## src/rtl/ram_arbiter.sv

```systemverilog
// ram_arbiter: round-robin arbiter/sequencer sharing a 4 x 8-bit RAM port
// between requester A (CPU core) and requester B (I/O / debug loader).
// One access at a time: IDLE -> ACCESS (RAM pins driven) -> DONE (ack).
module ram_arbiter (
    input  logic       clk,
    input  logic       rst,
    input  logic       a_req,
    input  logic       a_wr,
    input  logic [1:0] a_adrs,
    input  logic [7:0] a_din,
    output logic       a_ack,
    output logic [7:0] a_rdata,
    input  logic       b_req,
    input  logic       b_wr,
    input  logic [1:0] b_adrs,
    input  logic [7:0] b_din,
    output logic       b_ack,
    output logic [7:0] b_rdata,
    output logic [1:0] ram_adrs,
    output logic [7:0] ram_din,
    output logic       ram_rd,
    output logic       ram_wr,
    input  logic [7:0] ram_dout,
    output logic       busy
);

    localparam int unsigned AW = 2;
    localparam int unsigned DW = 8;

    localparam logic [1:0] S_IDLE   = 2'd0;
    localparam logic [1:0] S_ACCESS = 2'd1;
    localparam logic [1:0] S_DONE   = 2'd2;

    logic [1:0]    state, state_nxt;
    logic          owner_b, owner_b_nxt;
    logic          last_b, last_b_nxt;
    logic          cmd_wr, cmd_wr_nxt;
    logic [AW-1:0] cmd_adrs, cmd_adrs_nxt;
    logic [DW-1:0] cmd_din, cmd_din_nxt;
    logic          a_ack_nxt, b_ack_nxt;
    logic [DW-1:0] a_rdata_nxt, b_rdata_nxt;
    logic [AW-1:0] ram_adrs_nxt;
    logic [DW-1:0] ram_din_nxt;
    logic          ram_rd_nxt;
    logic          ram_wr_q, ram_wr_nxt;
    logic          busy_nxt;
    logic          grant_b;

    // B wins when alone, or on a tie when A was served last
    assign grant_b = b_req & (~a_req | ~last_b);

    // A reset edge must not commit the write that was in flight
    assign ram_wr = ram_wr_q & ~rst;

    // State, command and registered-output update
    always_ff @(posedge clk) begin
        if (rst) begin
            state    <= S_IDLE;
            owner_b  <= 1'b0;
            last_b   <= 1'b1;
            cmd_wr   <= 1'b0;
            cmd_adrs <= '0;
            cmd_din  <= '0;
            a_ack    <= 1'b0;
            b_ack    <= 1'b0;
            a_rdata  <= '0;
            b_rdata  <= '0;
            ram_adrs <= '0;
            ram_din  <= '0;
            ram_rd   <= 1'b0;
            ram_wr_q <= 1'b0;
            busy     <= 1'b0;
        end else begin
            state    <= state_nxt;
            owner_b  <= owner_b_nxt;
            last_b   <= last_b_nxt;
            cmd_wr   <= cmd_wr_nxt;
            cmd_adrs <= cmd_adrs_nxt;
            cmd_din  <= cmd_din_nxt;
            a_ack    <= a_ack_nxt;
            b_ack    <= b_ack_nxt;
            a_rdata  <= a_rdata_nxt;
            b_rdata  <= b_rdata_nxt;
            ram_adrs <= ram_adrs_nxt;
            ram_din  <= ram_din_nxt;
            ram_rd   <= ram_rd_nxt;
            ram_wr_q <= ram_wr_nxt;
            busy     <= busy_nxt;
        end
    end

    // Next state and next values of every registered output
    always_comb begin
        state_nxt    = state;
        owner_b_nxt  = owner_b;
        last_b_nxt   = last_b;
        cmd_wr_nxt   = cmd_wr;
        cmd_adrs_nxt = cmd_adrs;
        cmd_din_nxt  = cmd_din;
        a_ack_nxt    = 1'b0;
        b_ack_nxt    = 1'b0;
        a_rdata_nxt  = a_rdata;
        b_rdata_nxt  = b_rdata;
        ram_adrs_nxt = '0;
        ram_din_nxt  = '0;
        ram_rd_nxt   = 1'b0;
        ram_wr_nxt   = 1'b0;
        busy_nxt     = 1'b0;

        case (state)
            S_IDLE: begin
                if (a_req || b_req) begin
                    state_nxt    = S_ACCESS;
                    owner_b_nxt  = grant_b;
                    cmd_wr_nxt   = grant_b ? b_wr   : a_wr;
                    cmd_adrs_nxt = grant_b ? b_adrs : a_adrs;
                    cmd_din_nxt  = grant_b ? b_din  : a_din;
                    ram_adrs_nxt = cmd_adrs_nxt;
                    ram_din_nxt  = cmd_din_nxt;
                    ram_wr_nxt   = cmd_wr_nxt;
                    ram_rd_nxt   = ~cmd_wr_nxt;
                    busy_nxt     = 1'b1;
                end
            end
            S_ACCESS: begin
                state_nxt = S_DONE;
                busy_nxt  = 1'b1;
                if (owner_b) begin
                    b_ack_nxt = 1'b1;
                    if (!cmd_wr) b_rdata_nxt = ram_dout;
                end else begin
                    a_ack_nxt = 1'b1;
                    if (!cmd_wr) a_rdata_nxt = ram_dout;
                end
            end
            S_DONE: begin
                state_nxt  = S_IDLE;
                last_b_nxt = owner_b;
            end
            default: state_nxt = S_IDLE;
        endcase
    end

endmodule

```

## config.mk

```make
export PLATFORM = sky130hd
export DESIGN_NAME = ram_arbiter
export DESIGN_NICKNAME = d
export VERILOG_FILES = /design/src/rtl/ram_arbiter.sv
export SDC_FILE = /design/constraint.sdc
export NUM_CORES = 1
export LEC_CHECK = 0
export ABC_AREA = 1
export BUFFER_PORTS_ARGS = -buffer_cell sky130_fd_sc_hd__buf_2
export CAP_MARGIN = 20
export CORE_ASPECT_RATIO = 0.6
export CORE_UTILIZATION = 45
export CTS_CLUSTER_SIZE = 30
export DETAILED_ROUTE_END_ITERATION = 8
export GPL_ROUTABILITY_DRIVEN = 1
export GPL_TIMING_DRIVEN = 0
export PLACE_DENSITY_LB_ADDON = 0.25
export SLEW_MARGIN = 15
export SYNTH_ARGS = -nofsm -noshare
export SYNTH_HDL_FRONTEND = slang
export SYNTH_SLANG_ARGS = --single-unit
```

## constraint.sdc

```tcl
create_clock -name clk -period 1.2 [get_ports clk]
set_input_delay 0.36 -clock clk [delete_from_list [all_inputs] [get_ports clk]]
set_output_delay 0.36 -clock clk [all_outputs]
set_load 0.01 [all_outputs]
```

==> results of run 1 <==
## final timing paths
| check | slack, ps | from | end | cells after the start |
|---|---|---|---|---|
| min reg2reg | 480 | a_rdata[4] | a_rdata[4] | 2 |
| max reg2reg | 140 | cmd_wr | a_rdata[5] | 5 |
| max | 10 | ram_wr_q | ram_wr | 3 |
| min | 310 | a_din[7] | ram_din[7] | 3 |
## cell type report
| cell class | count | area, µm² | area share [%] |
|---|---|---|---|
| Clock buffer | 5 | 68.8 | 3.43 |
| Clock inverter | 3 | 90.1 | 4.49 |
| Inverter | 19 | 71.3 | 3.55 |
| Buffer | 9 | 70.1 | 3.49 |
| Sequential cell | 36 | 723 | 36.0 |
| Tap cell | 42 | 52.6 | 2.62 |
| Multi-Input combinational cell | 128 | 612 | 30.5 |
| Timing Repair Buffer | 64 | 320 | 16.0 |
## through the flow
stage / area [µm²] / cells / TNS, ps / power (mW)
after CTS: 2010 / 306 / 0 / 3.33
after detailed placement: 1850 / 298 / 0 / 1.86
final: 2010 / 306 / 0 / 3.34
after floorplan: 1470 / 192 / 0 / 1.67
after global placement: 1850 / 298 / 0 / 1.84
after global routing: 2010 / 306 / -20.9 / 3.46
## cells in the mapped netlist
cell type	number	area, µm²
nand3_2	1	10.0
nand2_1	40	150
o21ai_0	2	10.0
nand3_1	30	150
nor2_1	31	116
inv_2	1	3.75
dfxtp_1	36	721
nor2_4	3	33.8
buf_2	5	25.0
nand2_2	1	6.26
nor2_2	1	6.26
buf_6	4	45.0
a21oi_2	5	43.8
a21oi_1	13	65.1
inv_1	18	67.6
nor2_8	1	20.0
## state kept, by name (all words and copies together), names as in the netlist, 2 cells and up
signal / flops
b_rdata: 8
ram_din: 8
state: 2
ram_adrs: 2
a_rdata: 8
## worst max-delay path, stage by stage (launching register included)
cell and delay (ps):
dfxtp_2 320, inv_1 30, nor2_1 70, buf_2 130
## routing by layer
layer | vias up | part of all wire [%] | global-route usage, %
met5 | - | 0 | 0
li1 | 743 | - | -
met4 | 0 | 1.1 | 7.78
met3 | 5 | 5.3 | 6.56
met2 | 41 | 44 | 30.4
met1 | 644 | 50 | 27.5
## kinds of logic after synthesis
logic type	after synthesis	share of synthesized area, %
compound gates	20	8.06
flops	36	48.9
simple gates	108	33.4
buf+inv	28	9.59
## report_power, final
group | switching [mW] | internal [mW]
logic | 0.298 | 0.210
registers | 0.0483 | 1.28
clock network | 0.463 | 1.04
total | 0.808 | 2.53
## what timing repair did
item / CTS / global route
endpoints found under the setup margin: 0 / 9
resized for setup: 0 / 2
hold buffers: 0 / 0
==> impl_metrics.toml, run 1 <==
[floorplanning]
num_rows = 15
die_x_um = 75.9
die_h_um = 46.3
io_pins = 65
dieArea_um2 = 3520
start_util_pct = 49.4
coreArea_um2 = 2980

[timing]
fin_crit_ps = 1190
final.setup.worst_slack_ps = 9.73
max_slew_margin_pct = 80.5
slew_violations = 0
hold_violations = 0
setup_viol = 0
rsz0062_at_grt = "true"
max_freq_ghz = 0.840
finClkSkew_ps = 3.88
worst_pin_slew_ps = 292
fin_crit_sh_pct = 99.2
holdWs_ps = 311

[synthesis]
yosysWarnings = 0
synth_seq_cells = 36
netlist_area_um2 = 1470
post_synth_num_cell_types = 16
syn_inst = 192
ys_seq_area_share_pct = 48.9
synth_nets = 226
synth.avg_cell_area_um2 = 7.68

[finish]
nFillCells = 273
nets = 297
utilization_pct = 67.3
final_cell_mix = "buf_2, nand2_1, dfxtp_1, nor2_1, nand3_1"
diodes = 0
drive_gt1_share_pct = 36.4
layout_commonest_cell = "buf_2"
area_growth_pct = 36.2

[route]
first_iter_violations = 49
via_per_inst = 4.68
drc = 0
via_count = 1433
final_antenna_net_count = 0
dr.pass1.iters = 4
routed_wirelength_um = 3440
routedWlPerCell_um = 11.3

[clocking]
cts_tree = "built"
root_buffer = "clkbuf_8"
cts_buffers = 5
cts_buffer_depth = 2
post_cts_buffers = 0
clkSinkCount = 36
worstSkewPairLatency_ps = 290
htreeDepth = 2
clkTransAtPathRegs_ps = 80

[pwr]
p_per_area_nw_per_um2 = 1660
peakVddDrop_mv = 0.888
power.leakage_nw = 1.06

[global_route]
grt_usage_pct = 20.4
grt_pass1_wl_um = 5060
antenna_found_initial = 0
grt_max_degree = 13
grt_pass1_vias = 1161
grt_overflow = 0

[worst_setup_path]
critPathKind = "flop to output pin"
cp.required_ps = 840
start_kind = "flop"
path_max_fanout = 1
worstPathArrival_ps = 830
critPathCaptureType = "output pin"

[job]
cap_viol_max_count = 0

[run_status]
status = "completed"

[hold_path]
hold_path_class = "input port to flop"

[placement]
io_buffers = 64
routabilityCongestion = 0.782
dpl.hpwl_um = 2540
preCtsSetupSlack_ps = 47.2
No activity file was read; power rests on OpenSTA's default activity.
==> run 2: changes to the inputs <==
CTS_BUF_LIST = sky130_fd_sc_hd__clkbuf_16   (was unset)
CTS_CLUSTER_SIZE = 10   (was 30)
==> impl_metrics.toml, run 2 (same netlist as run 1, synthesis figures left out) <==
[hold_path]
hold_end = "ram_din[7]"
timing.hold.worst_path_depth = 3
min_from = "a_din[7]"
hold_path_class = "input port to flop"

[floorplanning]
start_util_pct = 49.4
die_x_um = 75.9
coreArea_um2 = 2980
io_pins = 65
dieArea_um2 = 3520
die_h_um = 46.3
num_rows = 15

[global_route]
grt_pass1_wl_um = 5060
grt.busiest_layer = "met2"
grt_max_degree = 13
grt_overflow = 0
use_met1_pct = 27.4
met3_usage_pct = 6.56
groute.layer.met2.usage_pct = 30.4
grt_usage_pct = 20.2
grt_pass1_vias = 1174
antenna_found_initial = 0

[worst_setup_path]
critPathCaptureType = "output pin"
r2r_slack_ps = 140
r2r_start = "cmd_wr"
path_max_fanout = 1
r2r_cells = 5
worstPathArrival_ps = 800
critPathKind = "flop to output pin"
cp.required_ps = 840
start_kind = "flop"
reg2reg_to = "a_rdata[5]"

[finish]
top_regs = "a_rdata: 8 flops, b_rdata: 8 flops, ram_din: 8 flops"
utilization_pct = 69.1
nFillCells = 261
final_cell_mix = "buf_2, nand2_1, dfxtp_1, nor2_1, nand3_1"
area_growth_pct = 40.0
layout_commonest_cell = "buf_2"
diodes = 0
drive_gt1_share_pct = 36.0
seq_area_um2 = 722
multi_input_area_um2 = 612
nets = 297

[route]
drc = 0
via_per_inst = 4.71
via_count = 1440
first_iter_violations = 46
dr.pass1.iters = 4
final_antenna_net_count = 0
routed_wirelength_um = 3450
routedWlPerCell_um = 11.3

[clocking]
worstSkewPairLatency_ps = 280
cts_resized = 0
cts_buffer_depth = 2
ctsHoldBuffers = 0
clkSinkCount = 36
cts_tree = "built"
cts_buffers = 5
htreeDepth = 2
clkTransAtPathRegs_ps = 60
root_buffer = "clkbuf_16"
post_cts_buffers = 0

[timing]
hold_violations = 0
finClkSkew_ps = 4.76
max_freq_ghz = 0.859
worst_pin_slew_ps = 292
slew_violations = 0
setup_viol = 0
tns_ps = 0
fin_crit_ps = 1160
rsz0062_at_grt = "false"
max_slew_margin_pct = 80.5
fin_crit_sh_pct = 97.0

[pwr]
swShare_pct = 22.1
peakVddDrop_mv = 1.02
p_sw_mw = 0.820
p_clk_share_pct = 50.5
p_comb_share_pct = 13.6
power.leakage_nw = 1.09
internal_power_mw = 2.89
power_frac_seq_pct = 35.9
p_per_area_nw_per_um2 = 1800

[placement]
dpl.hpwl_um = 2540
io_buffers = 64
routabilityCongestion = 0.782

[job]
cap_viol_max_count = 0

[run_status]
status = "completed"
==> run 2: cell counts in the layout (fill, tap and decap cells not counted) <==
Identical to the previous run, type by type.
==> run 2: layout make-up <==
cell class              instances  area share [%]
clock buffers                   5            6.06
repair buffers                 64            15.5
flip-flops and latches         36            35.0
plain buffers                   9            3.40
clock inverters                 3            4.37
well taps                      42            2.55
inverters                      19            3.46
multi-input cells             128            29.7
==> run 2: critical path: stages, from the launching register on <==
cell and delay (ps):
dfxtp_1 310, inv_1 30, nor2_1 70, buf_2 130
==> run 2: worst max path at each step <==
stage                  start          to  slack [ps]  cells past startpoint
floorplan           state[0]  b_rdata[5]         240                      6
global placement       a_req  ram_din[0]          60                      6
detailed placement     a_req  ram_din[0]          50                      6
CTS                 ram_wr_q      ram_wr          30                      3
global route        ram_wr_q      ram_wr           3                      3
finish              ram_wr_q      ram_wr          40                      3
==> run 2: through the flow <==
step                cell area, µm²  hold slack (ps)  power, mW  std cells  setup WS [ps]
finish                        2060              328       3.71        306           35.7
global route                  2060              338       3.84        306           2.85
CTS                           2060              327       3.73        306           26.3
detailed placement            1850              469       1.86        298           47.2
global placement              1850              460       1.84        298           57.9
floorplan                     1470              450       1.67        192            245
==> run 2: power groups by stage <==
stage / clock network, mW / logic (mW) / registers, mW
after global routing: 1.93 / 0.570 / 1.34
after CTS: 1.89 / 0.508 / 1.33
after global placement: 0 / 0.493 / 1.35
final: 1.87 / 0.506 / 1.33
after detailed placement: 0 / 0.502 / 1.35
after floorplan: 0 / 0.287 / 1.39
==> run 2: metal layers <==
metal	wire (µm)	part of all wire, %
met1	1720	50
met2	1550	45
met3	162	4.7
met4	12	0.35
met5	0	0
==> run 3: changes to the inputs <==
BUFFER_PORTS_ARGS = unset   (was -buffer_cell sky130_fd_sc_hd__buf_2)
DONT_BUFFER_PORTS = 1   (was unset)
clock period = 1.41 ns   (was 1.2 ns; I/O delays follow)
==> impl_metrics.toml, run 3 (same netlist as run 1, synthesis figures left out) <==
[run_status]
status = "completed"

[finish]
layout_commonest_cell = "nand2_1"
top_regs = "a_rdata: 8 flops, b_rdata: 8 flops, ram_din: 8 flops"
final_cell_mix = "nand2_1, dfxtp_1, nor2_1, nand3_1, inv_1"
drive_gt1_share_pct = 13.6
area_growth_pct = 12.6
final_area_um2 = 1660
diodes = 0
nets = 233
nFillCells = 292

[clocking]
post_cts_buffers = 0
htreeDepth = 2
root_buffer = "clkbuf_16"
clkTransAtPathRegs_ps = 50
cts_buffer_depth = 2
clkSinkCount = 36
cts_resized = 0
cts_buffers = 5
ctsHoldBuffers = 0
cts_tree = "built"
worstSkewPairLatency_ps = 270

[global_route]
antenna_found_initial = 0
grt_usage_pct = 19.5
grt_overflow = 0
grt_max_degree = 11
grt_pass1_wl_um = 4910
grt_pass1_vias = 1097

[worst_setup_path]
critPathKind = "flop to output pin"
cp.required_ps = 990
worstPathArrival_ps = 780
critPathCaptureType = "output pin"
start_kind = "flop"
path_max_fanout = 1

[floorplanning]
start_util_pct = 49.4
num_rows = 15
dieArea_um2 = 3520
io_pins = 65
coreArea_um2 = 2980
die_h_um = 46.3
die_x_um = 75.9

[placement]
io_buffers = 0
dpl.hpwl_um = 2460
routabilityCongestion = 0.791
placed_area_um2 = 1530

[pwr]
swShare_pct = 25.4
internal_power_mw = 1.83
p_comb_share_pct = 11.9
p_per_area_nw_per_um2 = 1480
power.leakage_nw = 0.754
peakVddDrop_mv = 0.523
power_frac_seq_pct = 47.7
p_sw_mw = 0.624
p_clk_share_pct = 40.3
power_mw = 2.46

[timing]
finClkSkew_ps = 4.51
max_slew_margin_pct = 79.4
rsz0062_at_grt = "false"
hold_violations = 0
fin_crit_sh_pct = 85.3
fin_crit_ps = 1200
max_freq_ghz = 0.832
setup_viol = 0
tns_ps = 0
slew_violations = 0
worst_pin_slew_ps = 308
holdWs_ps = 296

[hold_path]
hold_path_class = "input port to flop"

[route]
drc = 0
via_count = 1196
routedWlPerCell_um = 12.9
first_iter_violations = 45
routed_wirelength_um = 3120
via_per_inst = 4.96
dr.pass1.iters = 4
final_antenna_net_count = 0

[job]
cap_viol_max_count = 0
run 3: changes by cell type in the layout (fill, tap and decap cells not counted):
cell       previous run  this run
buf_2                69         5
bufinv_16             3         0
clkinv_1              0         2
dfxtp_1              35        36
dfxtp_2               1         0
run 3: through the flow:
stage	util, %	setup slack, ps	instances
floorplan	-	395	192
global placement	51.2	331	234
detailed placement	51.2	314	234
CTS	55.6	195	241
global route	55.6	185	241
finish	55.6	208	241
run 3: path summary, 6_finish.rpt:
kind | slack (ps) | depth (start not counted) | end | start
max reg2reg | 290 | 5 | b_rdata[3] | owner_b
max | 210 | 2 | ram_wr | ram_wr_q
min | 300 | 2 | ram_din[0] | a_din[0]
min reg2reg | 510 | 2 | last_b | last_b
run 3: cell type report:
cell class              count  area, µm²  area share (%)
multi-input cells         128        612            36.9
clock inverters             2       7.51           0.452
clock buffers               5        125            7.54
plain buffers               9       70.1            4.22
inverters                  19       71.3            4.30
flip-flops and latches     36        721            43.4
well taps                  42       52.6            3.17
run 3: metal layers:
layer,wire [µm],share of wire [%],vias up,global-route usage [%]
met5,0,0,-,0
met4,37,1.2,0,8.89
met3,241,7.7,5,7.88
met2,1420,46,39,29.6
met1,1410,45,533,24.6
li1,-,-,619,-
run 3: power by group through the flow:
| stage | combinational (mW) | clock [mW] | sequential (mW) |
|---|---|---|---|
| global placement | 0.282 | 0 | 1.19 |
| global route | 0.335 | 1.06 | 1.18 |
| CTS | 0.293 | 1.01 | 1.17 |
| floorplan | 0.244 | 0 | 1.18 |
| finish | 0.293 | 0.991 | 1.17 |
| detailed placement | 0.291 | 0 | 1.19 |
run 3: worst max-delay path: stages, from the launching register on:
cell     delay [ps]
dfxtp_1         300
inv_1            30
nor2_1          170
